**src/rtl/pipe_ctrl_if.sv**
```systemverilog
`default_nettype none
// +------------------------------------------------------------------+
// | pipe_ctrl_if : hazard/branch/memory inputs and stage controls      |
// | Revision     : 1.0                                                 |
// +------------------------------------------------------------------+
interface pipe_ctrl_if;
  logic        hazard;
  logic        branch_taken;
  logic        mem_req;
  logic        mem_ready;
  logic        freeze_pc;
  logic        freeze_ifid;
  logic        freeze_back;
  logic        flush_ifid;
  logic        flush_idex;
  logic        fault;
  logic [31:0] stall_cnt;
  logic [31:0] memwait_cnt;
  logic [31:0] flush_cnt;

  // Pipeline side: raises the requests, consumes the controls.
  modport master (
    output hazard, branch_taken, mem_req, mem_ready,
    input  freeze_pc, freeze_ifid, freeze_back, flush_ifid, flush_idex,
    input  fault, stall_cnt, memwait_cnt, flush_cnt
  );

  // Controller side.
  modport slave (
    input  hazard, branch_taken, mem_req, mem_ready,
    output freeze_pc, freeze_ifid, freeze_back, flush_ifid, flush_idex,
    output fault, stall_cnt, memwait_cnt, flush_cnt
  );
endinterface
`default_nettype wire

```
**src/rtl/pipe_ctrl.sv**
```systemverilog
`default_nettype none
// +------------------------------------------------------------------+
// | pipe_ctrl : freeze/flush sequencing with memory-wait timeout FSM.  |
// | Optional perf counters: define PIPE_CTRL_PERF_EN.                  |
// | Revision  : 1.0                                                    |
// +------------------------------------------------------------------+
module pipe_ctrl #(
  parameter int TIMEOUT = 64,
  parameter int WAIT_W  = 8
) (
  input  logic          clk,
  input  logic          rst,
  pipe_ctrl_if.slave    bus
);

  typedef enum logic [1:0] {
    RUN      = 2'd0,
    MEM_WAIT = 2'd1,
    FAULT    = 2'd2
  } state_t;

  localparam bit                TO_EN  = (TIMEOUT != 0);
  localparam int                TO_M1  = (TIMEOUT > 0) ? TIMEOUT - 1 : 0;
  localparam logic [WAIT_W-1:0] TO_LIM = WAIT_W'(TO_M1);

  state_t            state_q, state_d;
  logic [WAIT_W-1:0] wait_cnt_q, wait_cnt_d;

  logic mstall;
  logic row_fault, row_mstall, row_branch, row_hazard;

  // Priority decode: fault > memory stall > branch > hazard.
  assign mstall     = bus.mem_req & ~bus.mem_ready;
  assign row_fault  = (state_q == FAULT);
  assign row_mstall = ~row_fault & mstall;
  assign row_branch = ~row_fault & ~mstall & bus.branch_taken;
  assign row_hazard = ~row_fault & ~mstall & ~bus.branch_taken & bus.hazard;

  assign bus.freeze_pc   = ~rst & (row_fault | row_mstall | row_hazard);
  assign bus.freeze_ifid = ~rst & (row_fault | row_mstall | row_hazard);
  assign bus.freeze_back = ~rst & (row_fault | row_mstall);
  assign bus.flush_ifid  = ~rst & row_branch;
  assign bus.flush_idex  = ~rst & (row_branch | row_hazard);
  assign bus.fault       = ~rst & row_fault;

  always_comb begin
    state_d    = state_q;
    wait_cnt_d = wait_cnt_q;
    case (state_q)
      RUN: begin
        if (mstall) begin
          state_d    = MEM_WAIT;
          wait_cnt_d = WAIT_W'(1);
        end
      end
      MEM_WAIT: begin
        if (!mstall) begin
          state_d    = RUN;
          wait_cnt_d = '0;
        end else if (TO_EN && (wait_cnt_q >= TO_LIM)) begin
          // >= rather than == so TIMEOUT=1 still trips on the second stall cycle.
          state_d    = FAULT;
          wait_cnt_d = '0;
        end else begin
          wait_cnt_d = wait_cnt_q + WAIT_W'(1);
        end
      end
      FAULT: begin
        state_d = FAULT;
      end
      default: begin
        state_d    = RUN;
        wait_cnt_d = '0;
      end
    endcase
  end

  always_ff @(posedge clk or posedge rst) begin
    if (rst) begin
      state_q    <= RUN;
      wait_cnt_q <= '0;
    end else begin
      state_q    <= state_d;
      wait_cnt_q <= wait_cnt_d;
    end
  end

`ifdef PIPE_CTRL_PERF_EN
  logic [31:0] stall_cnt_q, stall_cnt_d;
  logic [31:0] memwait_cnt_q, memwait_cnt_d;
  logic [31:0] flush_cnt_q, flush_cnt_d;

  always_comb begin
    stall_cnt_d   = stall_cnt_q   + {31'd0, row_hazard};
    memwait_cnt_d = memwait_cnt_q + {31'd0, row_mstall};
    flush_cnt_d   = flush_cnt_q   + {31'd0, row_branch};
  end

  always_ff @(posedge clk or posedge rst) begin
    if (rst) begin
      stall_cnt_q   <= '0;
      memwait_cnt_q <= '0;
      flush_cnt_q   <= '0;
    end else begin
      stall_cnt_q   <= stall_cnt_d;
      memwait_cnt_q <= memwait_cnt_d;
      flush_cnt_q   <= flush_cnt_d;
    end
  end

  assign bus.stall_cnt   = stall_cnt_q;
  assign bus.memwait_cnt = memwait_cnt_q;
  assign bus.flush_cnt   = flush_cnt_q;
`else
  assign bus.stall_cnt   = 32'd0;
  assign bus.memwait_cnt = 32'd0;
  assign bus.flush_cnt   = 32'd0;
`endif

endmodule
`default_nettype wire

```
**src/flat_wrapper.sv**
```systemverilog
// flat-port wrapper written by rule: the top's interface ports become plain ports
module pipe_ctrl_flat 
#(
  parameter int TIMEOUT = 64,
  parameter int WAIT_W  = 8
)
  (clk, rst, bus_hazard, bus_branch_taken, bus_mem_req, bus_mem_ready, bus_freeze_pc, bus_freeze_ifid, bus_freeze_back, bus_flush_ifid, bus_flush_idex, bus_fault, bus_stall_cnt, bus_memwait_cnt, bus_flush_cnt);
  pipe_ctrl_if bus_i ();
  input  logic clk;
  input  logic rst;
  input wire logic [$bits(bus_i.hazard)-1:0] bus_hazard;
  input wire logic [$bits(bus_i.branch_taken)-1:0] bus_branch_taken;
  input wire logic [$bits(bus_i.mem_req)-1:0] bus_mem_req;
  input wire logic [$bits(bus_i.mem_ready)-1:0] bus_mem_ready;
  output wire logic [$bits(bus_i.freeze_pc)-1:0] bus_freeze_pc;
  output wire logic [$bits(bus_i.freeze_ifid)-1:0] bus_freeze_ifid;
  output wire logic [$bits(bus_i.freeze_back)-1:0] bus_freeze_back;
  output wire logic [$bits(bus_i.flush_ifid)-1:0] bus_flush_ifid;
  output wire logic [$bits(bus_i.flush_idex)-1:0] bus_flush_idex;
  output wire logic [$bits(bus_i.fault)-1:0] bus_fault;
  output wire logic [$bits(bus_i.stall_cnt)-1:0] bus_stall_cnt;
  output wire logic [$bits(bus_i.memwait_cnt)-1:0] bus_memwait_cnt;
  output wire logic [$bits(bus_i.flush_cnt)-1:0] bus_flush_cnt;
  assign bus_i.hazard = bus_hazard;
  assign bus_i.branch_taken = bus_branch_taken;
  assign bus_i.mem_req = bus_mem_req;
  assign bus_i.mem_ready = bus_mem_ready;
  assign bus_freeze_pc = bus_i.freeze_pc;
  assign bus_freeze_ifid = bus_i.freeze_ifid;
  assign bus_freeze_back = bus_i.freeze_back;
  assign bus_flush_ifid = bus_i.flush_ifid;
  assign bus_flush_idex = bus_i.flush_idex;
  assign bus_fault = bus_i.fault;
  assign bus_stall_cnt = bus_i.stall_cnt;
  assign bus_memwait_cnt = bus_i.memwait_cnt;
  assign bus_flush_cnt = bus_i.flush_cnt;
  pipe_ctrl #(.TIMEOUT(TIMEOUT), .WAIT_W(WAIT_W)) u_core (.clk(clk), .rst(rst), .bus(bus_i));
endmodule
```
**config.mk**
```make
export PLATFORM = sky130hd
export DESIGN_NAME = pipe_ctrl_flat
export DESIGN_NICKNAME = d
export VERILOG_FILES = /design/src/rtl/pipe_ctrl_if.sv /design/src/rtl/pipe_ctrl.sv /design/src/flat_wrapper.sv
export SDC_FILE = /design/constraint.sdc
export NUM_CORES = 1
export LEC_CHECK = 0
export CORE_ASPECT_RATIO = 1.5
export CORE_MARGIN = 2
export CORE_UTILIZATION = 32
export DETAILED_ROUTE_END_ITERATION = 6
export GPL_ROUTABILITY_DRIVEN = 0
export PLACE_DENSITY = 0.8
export SYNTH_ARGS = -nofsm -noshare
export SYNTH_HDL_FRONTEND = slang
export SYNTH_SLANG_ARGS = --single-unit
```
**constraint.sdc**
```tcl
create_clock -name clk -period 1.46 [get_ports clk]
set_input_delay 0.219 -clock clk [delete_from_list [all_inputs] [get_ports clk]]
set_output_delay 0.219 -clock clk [all_outputs]
set_load 0.02 [all_outputs]
```
==> summary.md <==
| Metric | Value |
|---|---|
| Status | `complete, but fails checks` |
| Failing checks | `setup timing` |
| CP max-delay cell | `dfrtp_1` |
| Largest net degree at the start of global routing | `11` |
| Peak VDD IR | `0.437 mV` |
| H-tree depth | `1` |
| # diodes | `0` |
| Pint | `around 0.74 mW` |
| Pins over their slew limit | `0` |
| Tightest hold margin | `~0.43 ns` |
| Overall power | `1.31 mW` |
| Library cells used by synthesis | `26` |
| Max incr delay on CP | `0.37 ns` |
| I/O Buffers | `11` |
| Syn_area_per_cell | `about 8.2 um2` |
| Die Y | `81.4 um` |
| Final Skew | `0.00128 ns` |
| DR pass1 iterations | `4` |
| Core Box Area | `around 3900 um2` |
| Number of vias per cell | `approximately 3.5` |
| Flop and latch count out of synthesis | `10` |
| First-pass GRT wire length | `around 2.5 mm` |
| Worst-path fanout max | `4` |
| Share of layout cells above drive strength 1 | `22.1%` |
| Switching portion of total power | `43.6%` |
| Register area share after synthesis | `19.6%` |
| Final Util | `between 30% and 40%` |
| HP Class | `input pin to asynchronous set/reset pin` |
| CP Class | `flip-flop to primary output` |
| Cell Area, Synth | `around 1300 um2` |
| Share of power burned in registers | `roughly a quarter` |
| Width of the die | `about 56 um` |
| Nets@finish | `190` |
| Tcrit/Tclk final | `101%` |
| Worst path cell trace | `or2b_1 > o21ai_4 > a21oi_2 > nor2_4 > buf_6` |
| Clock tree buffer depth | `2` |
| DR iter-0 viols | `8` |
| CP startpoint kind | `flip-flop` |
| Initial antenna violation count | `0` |
| Worst-skew pair later-pin latency | `0.24 ns` |
| Psw | `between 0.5 and 0.6 mW` |
| Final Hold Vio Count | `0` |
| FP Rows | `28` |
| Initial core utilization | `approximately a third` |
| Post-Synthesis Cells | `about 160` |
| Pwr dens | `about 990 nW/um2` |
| Period minus WS final | `roughly 1.5 ns` |
| DRC errors left | `0` |
| Antenna Violating Nets Remaining | `0` |
| CP endpoint kind | `primary output` |
| Leak Pwr | `0.741 nW` |
| IO Pins | `108` |
| WL/cell | `about 8.7 um` |
| Vias in the first global route | `approximately 580` |
| Clock Tree Root | `clkbuf_8` |
| Reg clk slew, reported paths | `~0.04 ns` |
| Max-cap viol count | `0` |
| Routed wire length | `around 2.0 mm` |
| Grt ovf | `0` |
| Final WS setup | `-0.0147 ns` |
| Die area | `~4500 um2` |
| Post-detail-place hpwl | `1.47 mm` |
| Combinational power share | `51.7%` |
| Critical Path RT | `between 1 and 1.5 ns` |
| Yosys top cell area share | `between 50% and 60%` |
| Setup violators final | `6` |
| Synth Warn # | `0` |
| Number of CTS-inserted buffers | `3` |
| Syn-to-layout area delta | `3.43%` |
| Clock Power Share | `21.8%` |
| FMAX | `between 600 and 700 MHz` |
| Largest area contributor in the netlist | `buf_4` |
| RSZ-0062 raised after global routing | `true` |
| Worst EP arrival | `around 1.3 ns` |
| GRT Overall Usage | `7.59%` |
| Top area cells in the synthesized netlist | `buf_4, dfrtp_1, o21ai_0, a21o_1, nor2_1` |
| Via Count | `roughly 790` |
| Clk sinks | `10` |
| CTS tree | `done` |
-- flip-flops by register name (all words and copies together) (netlist names) --
signal             count
u_core.wait_cnt_q      8
u_core.state_q         2
-- cell usage after synthesis --
| cell | instances |
|---|---|
| o22a_1 | 1 |
| ha_1 | 1 |
| conb_1 | 1 |
| o31ai_1 | 1 |
| inv_1 | 4 |
| a22o_1 | 1 |
| nor3b_1 | 1 |
| nand2_1 | 3 |
| a31oi_1 | 1 |
| nor3b_4 | 1 |
| and3_1 | 2 |
| buf_4 | 97 |
| or2b_1 | 1 |
| o2111ai_2 | 1 |
| nor2_1 | 6 |
| o21a_1 | 1 |
| a21oi_1 | 2 |
| a21o_1 | 3 |
| nor3_1 | 3 |
| o21ai_0 | 5 |
| nor4b_2 | 1 |
| or2_2 | 1 |
| nand3_1 | 3 |
| and2_1 | 3 |
| nor2b_1 | 1 |
| dfrtp_1 | 10 |
-- cell families after synthesis --
family                   Yosys count  synth area share, %
other                              1                0.294
buffers and inverters            101                 58.2
AND/OR/NAND/NOR                   26                 12.2
AO/OA/AOI/OAI                     16                 8.72
flip-flops                        10                 19.6
adder cells (fa/ha/maj)            1                0.979
-- through the flow --
step                      setup TNS [ns]  worst slack, ns  instance area, um2  cells
after global routing              -0.579          -0.0760                1320    226
after floorplan                        0           0.0683                1650    250
after detailed placement           -3.98           -0.498                1150    218
after CTS                         -0.144          -0.0383                1220    223
after global placement             -3.82           -0.472                1150    218
final                            -0.0621          -0.0147                1320    226
-- metal layers --
metal / vias to the layer above / global-route usage (%) / share of wire [%] / routed length (um)
met5: - / 0 / 0 / 0
met4: 0 / 6.83 / 2.8 / 55
met3: 5 / 2.07 / 13 / 254
met2: 73 / 15.5 / 58 / 1140
met1: 351 / 5.48 / 26 / 506
li1: 356 / - / - / -
-- layout make-up --
type / count / area [um2]
clock buffers: 3 / 41.3
well taps: 45 / 56.3
inverters: 4 / 15.0
fillers: 411 / 2570
flip-flops and latches: 10 / 250
repair buffers: 25 / 221
multi-input cells: 139 / 737
-- path summary, 6_finish.rpt --
check | startpoint | end | slack (ns) | depth (start not counted)
worst max-delay path | u_core.state_q[0]$_DFFE_PP0P_ | bus_freeze_ifid | -0.01 | 5
worst min-delay path | rst | u_core.state_q[1]$_DFFE_PP0P_ | 0.43 | 3
worst max register to register | u_core.state_q[1]$_DFFE_PP0P_ | u_core.wait_cnt_q[3]$_DFFE_PP0P_ | -0.01 | 6
worst min register to register | u_core.wait_cnt_q[6]$_DFFE_PP0P_ | u_core.wait_cnt_q[6]$_DFFE_PP0P_ | 0.49 | 1
max in group asynchronous | rst | u_core.wait_cnt_q[6]$_DFFE_PP0P_ | 0.89 | 3
min in group clk | u_core.wait_cnt_q[6]$_DFFE_PP0P_ | u_core.wait_cnt_q[6]$_DFFE_PP0P_ | 0.49 | 1
-- timing repair --
action                     in CTS  in global routing
gates resized for setup        36                 19
pin swaps                       7                 10
hold buffers                    0                  0
buffers inserted                2                  3
setup endpoints to repair       8                 12
-- power by group through the flow --
| stage | Clock, mW | Sequential [mW] | Combinational, mW |
|---|---|---|---|
| 2_1_floorplan | 0 | 0.345 | 0.580 |
| 3_3_place_gp | 0 | 0.336 | 0.530 |
| 3_5_place_dp | 0 | 0.342 | 0.547 |
| 4_1_cts | 0.293 | 0.339 | 0.577 |
| 5_1_grt | 0.305 | 0.349 | 0.721 |
| 6_report | 0.286 | 0.347 | 0.679 |
-- critical path, delay by kind of cell, from the launching register on --
kind            cells  cell delay [ns]
compound gates      2             0.15
buf+inv             1             0.13
flops               1             0.37
simple gates        2             0.37
-- cell usage in the layout (no fill, tap or decap), types with 2 or more instances in the layout --
master	n
o21ai_2	2
dfrtp_1	10
clkdlybuf4s50_1	4
nand3_2	2
buf_4	15
conb_1	96
and2_1	3
nor2_1	4
inv_1	4
a21o_1	3
clkbuf_8	3
nor3_1	2
nand2_1	3
and3_1	2
o21ai_0	2
buf_6	5
No activity file was read; power rests on OpenSTA's default activity.
